<file path="config.mk">
export PLATFORM = sky130hd
export DESIGN_NAME = reg_dump_reader
export DESIGN_NICKNAME = d
export VERILOG_FILES = /design/src/rtl/regfile_pkg.sv /design/src/rtl/reg_dump_reader.sv
export SDC_FILE = /design/constraint.sdc
export NUM_CORES = 1
export LEC_CHECK = 0
export ABC_CLOCK_PERIOD_IN_PS = 2840
export CAP_MARGIN = 15
export CORE_MARGIN = 2
export CORE_UTILIZATION = 55
export DETAILED_ROUTE_END_ITERATION = 7
export DONT_BUFFER_PORTS = 1
export PLACE_DENSITY = 0.71
export SETUP_SLACK_MARGIN = 0.15
export SLEW_MARGIN = 20
export SYNTH_ARGS = -nofsm -noshare
export SYNTH_HDL_FRONTEND = slang
export SYNTH_SLANG_ARGS = --single-unit
</file>
<file path="constraint.sdc">
create_clock -name clk -period 2.84 [get_ports clk]
set_clock_uncertainty 0.1 [all_clocks]
set_input_delay 0.142 -clock clk [delete_from_list [all_inputs] [get_ports clk]]
set_output_delay 0.142 -clock clk [all_outputs]
set_load 0.02 [all_outputs]
</file>
<file path="src/rtl/regfile_pkg.sv">
// Shared register-file constants and the dump-reader FSM state type.
package regfile_pkg;

    localparam int REG_DATA_W = 32;
    localparam int REG_ADDR_W = 5;
    localparam int REG_COUNT  = 32;

    typedef enum logic [1:0] {
        IDLE = 2'd0,
        READ = 2'd1,
        SEND = 2'd2,
        DONE = 2'd3
    } dump_state_t;

endpackage

</file>
<file path="src/rtl/reg_dump_reader.sv">
// Walks the register-file read port over all registers and streams each
// captured word out on a valid/ready interface with index and last flags.
module reg_dump_reader
    import regfile_pkg::*;
#(
    parameter int DATA_W   = REG_DATA_W,
    parameter int ADDR_W   = REG_ADDR_W,
    parameter int NUM_REGS = REG_COUNT
) (
    input  logic              clk,
    input  logic              rst_n,
    input  logic              start,
    output logic              busy,
    output logic              done,
    output logic [ADDR_W-1:0] rd_addr,
    input  logic [DATA_W-1:0] rd_data,
    output logic              out_valid,
    input  logic              out_ready,
    output logic [DATA_W-1:0] out_data,
    output logic [ADDR_W-1:0] out_index,
    output logic              out_last
);

    localparam logic [ADDR_W-1:0] LAST_IDX = ADDR_W'(NUM_REGS - 1);

    dump_state_t       state;
    dump_state_t       state_nxt;
    logic [ADDR_W-1:0] idx;
    logic              handshake;

    assign handshake = out_valid && out_ready;

    always_ff @(posedge clk) begin
        if (!rst_n) begin
            state <= IDLE;
        end else begin
            state <= state_nxt;
        end
    end

    always_comb begin
        state_nxt = state;
        busy      = 1'b0;
        done      = 1'b0;
        rd_addr   = '0;
        case (state)
            IDLE: begin
                if (start) begin
                    state_nxt = READ;
                end
            end
            READ: begin
                busy      = 1'b1;
                rd_addr   = idx;
                state_nxt = SEND;
            end
            SEND: begin
                busy    = 1'b1;
                rd_addr = idx;
                if (handshake) begin
                    state_nxt = out_last ? DONE : READ;
                end
            end
            DONE: begin
                done      = 1'b1;
                state_nxt = IDLE;
            end
            default: state_nxt = IDLE;
        endcase
    end

    // Capture happens at the READ edge, so a write landing on that same edge is not seen.
    always_ff @(posedge clk) begin
        if (!rst_n) begin
            idx       <= '0;
            out_valid <= 1'b0;
            out_data  <= '0;
            out_index <= '0;
            out_last  <= 1'b0;
        end else begin
            case (state)
                IDLE: begin
                    if (start) begin
                        idx <= '0;
                    end
                end
                READ: begin
                    out_data  <= rd_data;
                    out_index <= idx;
                    out_last  <= (idx == LAST_IDX);
                    out_valid <= 1'b1;
                end
                SEND: begin
                    if (handshake) begin
                        out_valid <= 1'b0;
                        if (!out_last) begin
                            idx <= idx + 1'b1;
                        end
                    end
                end
                default: ;
            endcase
        end
    end

endmodule

</file>
==> metrics.cfg <==
[run_status]
outcome=complete, no violations

[placed_design]
post-dp-hpwl_mm=2.61
port-buffer-count=0
dp.cells=224
gp_congestion=0.778
place_worst_setup_slack_ps=1010

[critical_path]
critPathCaptureType=output pin
critPathKind=reg2out
path_max_fanout=8
r2r_cells=5
regToRegSetupSlack_ps=980
required_ps=2600
critical_path_arrival_ps=1710
rr_startpoint=state[1]
r2r_end=out_data[24]
critPathLaunchType=flip-flop

[sta]
setup_slack_ps=884
max_slew_margin_pct=61.9
fin_crit_sh_pct=68.9
fin_tns_setup_ps=0
rsz0062_at_grt=false
fmax_ghz=0.511
setup_viol=0
slew_viol_final=0
tightest_slew_ps=572
finalHoldViolations=0
fin_crit_ps=1960

[synth]
netlist_area_mm2=0.00193
ys_types=30
synth_edf_count=0
synth-seq-cells=46
async_flop_share_pct=0
yosys_warnings=0
synthCells=186
synth-seq-area-share_pct=47.8
synth_nets=230
avgSynthCellArea_um2=10.4
synthFlopType=dfxtp_1

[global_routing]
busiest_layer=met2
met3_usage_pct=6.96
met1_usage_pct=26.2
overflow=0
first_global_vias=1472
grt_max_degree=41
antenna_found_initial=0
grt_use_met2_pct=40.0
grt_usage_pct=22.9
grt_first_pass_wirelength_mm=7.16

[finish]
fin_nets=264
diodes=0
fin_cells=267
layout-drive-gt1-share_pct=6.79
areaGrowthSynthToFinish_pct=23.0

[floorplan]
die_area_mm2=0.00399
ios=82
core-area_mm2=0.00334
initial_utilization_pct=57.7
die_y_um=63.2
dieWidth_um=63.2
rows=21

[detailed_routing]
drt_iter0_drc=94
num_vias=1437
wl_mm=4.31
post_drt_wl_per_cell_um=16.1
drt_first_pass_iters=5
drc=0
avgViaCountPerCell=5.38
ant_nets=0

[power]
p_leak_nw=0.954
vdd_drop_max_uv=587
powerDensity_mw_per_mm2=904

[clocking]
clkLatencyLatePin_ps=360
cts_buffers=5
cts_setup_buffers=0
cts_resized=0
clock_path_buffers=2
cts_max_level=2
clkTransAtPathRegs_ps=140
cts_tree=built
cts-root-buf=clkbuf_4
cts.sinks=46

[run]
maxCapViolations=0

[hold_path]
worst_hold_path_type=in2reg
hold_start=out_ready
hold_end=out_valid
min_path_cells=3

==> where the power goes <==
part	leakage [nW]	switching (mW)	internal, mW
registers	0.375	0.247	0.778
clock network	0.0278	0.216	0.0993
logic	0.551	0.417	0.382
==> how the worst max path moves through the flow <==
stage | startpoint | to | slack (ps) | cells after the start
after detailed placement | state[1] | out_data[9] | 1010 | 5
after CTS | state[1] | rd_addr[3] | 840 | 3
after floorplan | state[0] | idx[3] | 1350 | 5
after global placement | state[1] | out_data[6] | 1080 | 5
after global routing | state[1] | rd_addr[3] | 760 | 3
final | state[1] | rd_addr[3] | 880 | 3
==> layer usage <==
| layer | up-vias | wire length (um) | share of wire [%] |
|---|---|---|---|
| li1 | 692 | - | - |
| met2 | 65 | 2210 | 51 |
| met1 | 676 | 1720 | 40 |
| met5 | - | 0 | 0 |
| met4 | 0 | 34 | 0.79 |
| met3 | 4 | 348 | 8.1 |
==> area by class of cell <==
class	count	area, um2
clock inverters	3	23.8
inverters	4	15.0
flip-flops and latches	46	921
well taps	46	57.6
fillers	239	968
repair buffers	37	378
clock buffers	5	37.5
multi-input cells	126	936
==> worst max-delay path: stages (launching register included) <==
cell	delay (ps)
dfxtp_1	430
inv_1	120
ha_1	510
and2_1	310
==> cells in the final DEF, fill, tap and decap left out, drive strengths merged <==
| cell | n |
|---|---|
| a211oi | 1 |
| a21boi | 1 |
| or3b | 1 |
| clkinvlp | 2 |
| clkbuf | 5 |
| nand3 | 3 |
| nand3b | 2 |
| o221ai | 1 |
| a311oi | 1 |
| nor2 | 40 |
| mux2i | 42 |
| o31a | 1 |
| or3 | 1 |
| o21ai | 1 |
| dfxtp | 46 |
| buf | 2 |
| inv | 5 |
| nand4 | 1 |
| and2 | 5 |
| a21oi | 2 |
| o211ai | 1 |
| nand2b | 3 |
| nor2b | 1 |
| o21a | 1 |
| and3 | 1 |
| nand2 | 6 |
| ha | 8 |
| dlygate4sd3 | 35 |
| and4bb | 1 |
| o311a | 1 |
==> cell families after synthesis <==
kind of cell | Yosys count | synth area share (%)
AO/OA/AOI/OAI | 11 | 4.87
adder cells (fa/ha/maj) | 8 | 5.20
buffers and inverters | 14 | 3.70
flip-flops | 46 | 47.8
multiplexers | 42 | 21.8
AND/OR/NAND/NOR | 65 | 16.6
==> flip-flops by register name, summed over array words and instances (netlist names) <==
name       flops
out_index      5
out_data      32
idx            5
state          2
out_last       1
out_valid      1
==> cell usage after synthesis (2+ instances only) <==
| master | number | share of area, % |
|---|---|---|
| inv_1 | 4 | 0.78 |
| nand3_1 | 3 | 0.78 |
| a21oi_1 | 2 | 0.52 |
| nand2_1 | 6 | 1.2 |
| ha_1 | 8 | 5.2 |
| buf_2 | 3 | 0.78 |
| nor2_1 | 40 | 7.8 |
| and2_1 | 5 | 1.6 |
| mux2i_1 | 42 | 22 |
| dfxtp_1 | 46 | 48 |
| buf_4 | 4 | 1.6 |
| nand2b_1 | 3 | 0.97 |
| clkbuf_1 | 3 | 0.58 |
==> repair_timing <==
action	CTS	global route
endpoints found under the setup margin	0	0
hold endpoints to repair	40	0
hold buffers	35	0
==> metrics by stage <==
step,utilization (%),hold slack [ps],area [um2],power [mW]
2_1_floorplan,-,189,1930,1.66
3_3_place_gp,58.6,166,1960,1.75
3_5_place_dp,58.6,163,1960,1.79
4_1_cts,71.0,11.7,2370,2.15
5_1_grt,71.0,29.9,2370,2.28
6_report,71.0,23.8,2370,2.14
Power figures use the tool's default switching activity.
